===== src/rtl/cycle_controller.sv =====
// Multi-cycle instruction sequencer: FETCH/DECODE/EXEC/MEM_WAIT/MEM/WB with one-hot stage code.
// Latency: 4 cycles per plain instruction, +1 with register write, +1+waits with memory access.
// Backpressure: mem_ready stalls in MEM_WAIT up to TIMEOUT cycles, then aborts to IDLE with sticky err.
module cycle_controller #(
  parameter int unsigned TIMEOUT = 15
) (
  input  logic        CLK,
  input  logic        RST_N,
  input  logic        start,
  input  logic        halt,
  input  logic        stop_req,
  input  logic        mem_op,
  input  logic        mem_ready,
  input  logic        reg_write,
  output logic [5:0]  state,
  output logic        ir_we,
  output logic        pc_we,
  output logic        rf_we,
  output logic        busy,
  output logic        err,
  output logic [31:0] instr_count
);

  typedef enum logic [5:0] {
    S_IDLE  = 6'b000000,
    S_FETCH = 6'b000001,
    S_DEC   = 6'b000010,
    S_EXEC  = 6'b000100,
    S_MEMW  = 6'b001000,
    S_MEM   = 6'b010000,
    S_WB    = 6'b100000
  } state_t;

  localparam logic [3:0] TIMEOUT_CNT = TIMEOUT[3:0];

  state_t      state_q;
  state_t      state_d;
  logic [3:0]  wait_q;
  logic [3:0]  wait_next;
  logic [31:0] count_q;
  logic        err_q;
  logic        retire;
  logic        timeout;
  logic        accept;

  // wait_next is the number of MEM_WAIT cycles spent including the current one,
  // so the abort lands after exactly TIMEOUT cycles in MEM_WAIT.
  assign wait_next = wait_q + 4'd1;

  // Next-state decode plus the retire / timeout / start-accept events.
  always_comb begin
    state_d = S_IDLE;
    retire  = 1'b0;
    timeout = 1'b0;
    accept  = 1'b0;
    case (state_q)
      S_IDLE: begin
        if (start) begin
          state_d = S_FETCH;
          accept  = 1'b1;
        end else begin
          state_d = S_IDLE;
        end
      end
      S_FETCH: state_d = S_DEC;
      S_DEC:   state_d = halt ? S_IDLE : S_EXEC;
      S_EXEC:  state_d = mem_op ? S_MEMW : S_MEM;
      S_MEMW: begin
        if (mem_ready) begin
          state_d = S_MEM;
        end else if (wait_next == TIMEOUT_CNT) begin
          state_d = S_IDLE;
          timeout = 1'b1;
        end else begin
          state_d = S_MEMW;
        end
      end
      S_MEM: begin
        if (reg_write) begin
          state_d = S_WB;
        end else begin
          retire  = 1'b1;
          state_d = stop_req ? S_IDLE : S_FETCH;
        end
      end
      S_WB: begin
        retire  = 1'b1;
        state_d = stop_req ? S_IDLE : S_FETCH;
      end
      default: state_d = S_IDLE;
    endcase
  end

  // State register.
  always_ff @(posedge CLK or negedge RST_N) begin
    if (!RST_N) state_q <= S_IDLE;
    else        state_q <= state_d;
  end

  // Wait counter: zero outside MEM_WAIT, counts cycles while staying there.
  always_ff @(posedge CLK or negedge RST_N) begin
    if (!RST_N)                                    wait_q <= 4'd0;
    else if (state_q == S_MEMW && state_d == S_MEMW) wait_q <= wait_next;
    else                                           wait_q <= 4'd0;
  end

  // Retired-instruction counter, cleared when a new run starts.
  always_ff @(posedge CLK or negedge RST_N) begin
    if (!RST_N)      count_q <= 32'd0;
    else if (accept) count_q <= 32'd0;
    else if (retire) count_q <= count_q + 32'd1;
  end

  // Sticky timeout flag, cleared when a new run starts.
  always_ff @(posedge CLK or negedge RST_N) begin
    if (!RST_N)       err_q <= 1'b0;
    else if (accept)  err_q <= 1'b0;
    else if (timeout) err_q <= 1'b1;
  end

  assign state       = state_q;
  assign ir_we       = (state_q == S_FETCH);
  assign pc_we       = (state_q == S_MEM);
  assign rf_we       = (state_q == S_WB);
  assign busy        = (state_q != S_IDLE);
  assign err         = err_q;
  assign instr_count = count_q;

endmodule


===== config.mk =====
export PLATFORM = sky130hd
export DESIGN_NAME = cycle_controller
export DESIGN_NICKNAME = d
export VERILOG_FILES = /design/src/rtl/cycle_controller.sv
export SDC_FILE = /design/constraint.sdc
export NUM_CORES = 1
export LEC_CHECK = 0
export ABC_CLOCK_PERIOD_IN_PS = 2700
export BUFFER_PORTS_ARGS = -buffer_cell sky130_fd_sc_hd__buf_2
export CORE_ASPECT_RATIO = 0.9
export CORE_MARGIN = 2
export CORE_UTILIZATION = 54
export DETAILED_ROUTE_END_ITERATION = 10
export GPL_ROUTABILITY_DRIVEN = 0
export PLACE_DENSITY = 0.88
export SKIP_LAST_GASP = 1
export SLEW_MARGIN = 20
export SYNTH_ARGS = -nofsm -noshare
export SYNTH_HDL_FRONTEND = slang
export SYNTH_SLANG_ARGS = --single-unit

===== constraint.sdc =====
create_clock -name CLK -period 2.7 [get_ports CLK]
set_input_delay 0.135 -clock CLK [delete_from_list [all_inputs] [get_ports CLK]]
set_output_delay 0.135 -clock CLK [all_outputs]
set_load 0.05 [all_outputs]

== Word-level counts from Yosys, hierarchy flattened ==
Cells that the tools add are included.

* Flip-flop bits (word level): 43
* Bits in latches: 0
* Memory bits (writable): 0
* Bits in read-only memories: 0
* Bits of input ports: 8
* Output and inout bits: 43
* Word-level logic and storage cells: 39
* Memories kept: 0

* Add/sub/neg operators: 2
* Multiply operators: 0
* Divide/modulo/power cells: 0
* $lt $le $gt $ge: 0
* Equal/unequal tests: 8
* Shift-type cells: 0
* Mux-type cells: 20
* Bitwise gates (word level): 0
* Reduce and logical (&&, ||, !) cells: 5

{| class="wikitable"
|+ Operator list
! operator !! count
|-
| $mux W32 || 2
|-
| $pmux W6 S7 || 1
|-
| $add A32 B1 Y32 const B || 1
|-
| $eq A6 B4 Y1 const B || 2
|-
| $mux W1 || 10
|-
| $mux W5 || 2
|-
| $mux W4 || 2
|-
| $eq A6 B1 Y1 const B || 1
|-
| $eq A6 B2 Y1 const B || 1
|-
| $eq A6 B3 Y1 const B || 1
|-
| $eq A6 B5 Y1 const B || 1
|-
| $eq A6 B6 Y1 const B || 1
|-
| $logic_not A6 Y1 || 1
|-
| $mux W6 || 1
|-
| $reduce_bool A6 Y1 || 1
|-
| $add A4 B1 Y4 const B || 1
|-
| $eq A4 B4 Y1 const B || 1
|-
| $reduce_bool A2 Y1 || 2
|-
| $mux W3 || 1
|-
| $pmux W1 S2 || 1
|-
| $logic_and A1 B1 Y1 || 1
|}

== Longest topological paths before layout ==
* Depth in word-level cells: 8
* Depth in mapped cells: 7
* Depth with buffers taken out: 5

== Least setup slack after synthesis ==
OpenSTA, ideal clock, no wires.

* Path kind: reg-to-reg
* Start: register state_q[0], in the netlist state[0]
* End: register state_q[5], in the netlist state[5]
* Library setup time: 0.072 ns
* Data arrival time: 2.694 ns
* Data required time: 2.628 ns
* Slack: -0.066 ns
* Cell stages (with the launch flop): 4
* Path buffers: 0
* Period minus slack after synthesis: 2.766 ns
* Path through: dfrtp_1 -> or4_4 -> nor3b_1 -> and2_1

* Word-level cells in the longest chain between the ends: 2
* Elaborated cells on any way between the ends: 8
* Classes of those cells: 6 x eq/ne; 1 x mux; 1 x reduce/logical

{| class="wikitable"
|+ RTL lines
! item !! RTL line !! source
|-
| start, declared || 36 || <nowiki>state_t state_q;</nowiki>
|-
| start signal, assigned || 97 || <nowiki>else state_q <= state_d;</nowiki>
|-
| $eq A6 B5 Y1 || -- ||
|-
| net pc_we || 17 || <nowiki>output logic pc_we,</nowiki>
|-
| $pmux W6 S7 || 56 || <nowiki>case (state_q)</nowiki>
|-
| net state_d[5] || 37 || <nowiki>state_t state_d;</nowiki>
|}

The timed path passes the listed nets, and every way through them passes these cells.
A chain may end at the register's enable or synchronous reset.

== Final worst setup path ==
* Start: register state_q[0], in the netlist state[0]
* End: register count_q[20], in the netlist instr_count[20]

* Word-level cells in the longest chain between the ends: 3
* Elaborated cells on any way between the ends: 7
* Classes of those cells: 2 x eq/ne; 3 x mux; 2 x reduce/logical

{| class="wikitable"
|+ RTL lines
! item !! RTL line !! source
|-
| $eq A6 B6 Y1, or another cell as far along || 56 ||
|-
| $pmux W1 S2 or $mux W1 (tied branches) || 56 ||
|-
| $reduce_bool A2 Y1 (no line) or $mux W32 (tied branches) || -- ||
|-
| end signal, assigned || 111 || <nowiki>else if (retire) count_q <= count_q + 32'd1;</nowiki>
|-
| end, declared || 40 || <nowiki>logic [31:0] count_q;</nowiki>
|}

Parallel ways exist; a longest one is shown, timed or not.

==> flow_summary.ini <==
[outcome]
outcome = finished, violations left
violations = negative hold slack

[placed_design]
placed_area_um2 = 2670
io_buffers = 50
place_hpwl_mm = 3.77
post-place-ws_ps = 360

[power_and_ir_drop]
leakage_uw = 0.00129
clkPwrFrac_pct = 32.0
power_frac_comb_pct = 30.0
swShare_pct = 36.1
p_seq_share_pct = 38.0
p_per_area_nw_per_um2 = 666
vdd_drop_max_v = 0.000405
p_int_uw = 1200
switchingPower_uw = 677
totalPowerFinal_uw = 1880

[final_layout]
layout_commonest_cell = buf_2
drive_gt1_share_pct = 22.5
final_util_pct = 68.2
areaGrowthSynthToFinish_pct = 19.5
nNetsFinal = 317
fillCellCount = 335
layout_common_cells = buf_2 (50), dfrtp_1 (43), nand2_1 (27), a21oi_1 (16)
fin_area_um2 = 2820
diodes = 0

[synth]
synth_fa_ha_area_share_pct = 1.59
ys_warn_count = 0
synthTopCellsByArea = dfrtp_1 (46%), mux2i_1 (4.7%), nand2_1 (4.3%)
synthMuxAreaShare_pct = 4.67
ys_ff_latch = 43
yosys.area.top_type = dfrtp_1
syn_area_um2 = 2360
synth_compound_area_share_pct = 14.1
syn-num-nets = 263
yosysSeqAreaShare_pct = 45.6
synth_xor_area_share_pct = 1.49
synth_top_family_by_area = simple AND/OR/NAND/NOR gates
yosysTopAreaCellShare_pct = 45.6
avgSynthCellArea_um2 = 9.35
synth_cell_type_count = 39
synth_simple_gate_area_share_pct = 29.7
postSynthCellCount = 252

[timing]
rsz0062_at_grt = no
finalHoldViolCount = 43
fin_crit_sh_pct = 88.1
hold_slack_ps = -22.4
final-setup-viol-count = 0
post-route-min-period_ps = 2380
worst_pin_slew_ps = 932
max-slew-margin-rel_pct = 37.9
worst_slack_ps = 322
max_freq_mhz = 421
fin_skew_ps = 2.37
fin_tns_setup_ps = 0
drv_slew = 0

[setup_path]
start_kind = register
slowest_stage = or4_4
critPathTopFamily = simple AND/OR/NAND/NOR gates
worstSetupEndpointType = register
worst-setup-path-type = register to register
required_ps = 2920
cp.arrival_ps = 2600
slowest_delay_ps = 600
worstPathMaxFanout = 22
cp_cell_sequence = or4_4 -> a211o_1 -> or4_1 -> a21oi_1
critPathBufInv = 0

[floorplanning]
start_util_pct = 57.1
std_cell_rows = 22
die_w_um = 73.6
coreArea_um2 = 4130
io_pins = 51
dieHeight_um = 66.7
die-area_um2 = 4910

[clocking]
h-tree-depth = 2
cts_tree = built
clk_path_buf_depth = 2
clk_pin_slew_ps = 90
numCtsBuffers = 5
post_cts_resized = 0
cts.sinks = 43
cts_hold_repair.buffers = 0
clk_latency_ps = 290
cts_root_buf = clkbuf_8
post_cts_buffers = 0

[detailed_routing]
drtPass1Iterations = 4
drtIter0Drc = 96
detail_route.wl_per_cell_um = 15.5
wl_mm = 5.51
routed_via_density = 6.20
vias = 2200
drc_errors = 0
drtAntennaViolNets = 0

[job]
cap_viol_max_count = 0

[hold_path]
min_path_type = input pin to async pin

[global_routing]
grt_usage_pct = 23.6
grt_pass1_wl_mm = 9.02
grt_pass1_vias = 1895
grt_max_degree = 44
antenna_found_initial = 0
grt-ovfl-total = 0
Yosys cell counts (all sizes together):
cell     n
nor4    13
and2     3
a22o     1
or4     11
nand2   27
nand2b  10
a211o    1
inv      6
o21a     1
nor3b    2
a211oi   2
ha       3
nand3   11
nand3b   2
and3b    3
o31ai   10
xnor2    2
and4     3
xor2     2
o21ai   13
and3     7
mux2i   11
o211ai   4
o21ba    1
o31a     1
clkbuf   8
nor2b    2
nand4    8
or3      5
a21boi   3
nand4b   1
nor3     6
dfrtp   43
buf      2
nor2     7
or3b     1
a21oi   16
per-layer routing:
metal	vias to the layer above	GRT usage [%]	part of all wire (%)
met1	1066	32.4	46
li1	1058	-	-
met5	-	0	0
met2	69	39.7	49
met3	7	3.78	4.6
met4	0	4.77	0.65
logic make-up after synthesis:
kind of cell    after synthesis
mux                          11
flops                        43
xor+xnor                      4
compound gates               53
fa+ha+maj                     3
buf+inv                      16
simple gates                122
power by group through the flow:
stage	registers, uW	clock network (uW)	logic [uW]
after floorplan	802	0	314
after global placement	720	0	551
after detailed placement	724	0	560
after CTS	712	605	564
after global routing	720	634	607
final	713	602	563
final timing paths:
kind | startpoint | end | slack, ps | depth (start not counted)
hold reg to reg | err$_DFFE_PN0P_ | err$_DFFE_PN0P_ | 510 | 1
setup / recovery | state[0]$_DFF_PN0_ | instr_count[20]$_DFFE_PN0P_ | 320 | 4
setup reg to reg | state[0]$_DFF_PN0_ | instr_count[20]$_DFFE_PN0P_ | 320 | 4
hold / removal | RST_N | instr_count[11]$_DFFE_PN0P_ | -20 | 1
max in group asynchronous | RST_N | instr_count[21]$_DFFE_PN0P_ | 2150 | 1
min in group CLK | stop_req | state[0]$_DFF_PN0_ | 30 | 2
registers in the layout, summed over array words and instances (netlist names):
signal and flops:
instr_count 32, err 1, wait_q 4, state 6
layout make-up:
class	instances	area (um^2)	area share [%]
multi-input cells	193	1220	43.3
flip-flops and latches	43	1080	38.2
repair buffers	57	303	10.8
clock buffers	5	68.8	2.44
clock inverters	3	67.6	2.40
well taps	48	60.1	2.13
inverters	6	22.5	0.800
per-stage QoR:
step | hold WS [ps] | cells
2_1_floorplan | -161 | 252
3_3_place_gp | 334 | 346
3_5_place_dp | 330 | 346
4_1_cts | 14.8 | 354
5_1_grt | 40.1 | 355
6_report | -22.4 | 355
Note: power is estimated with default switching activity, not from simulation.
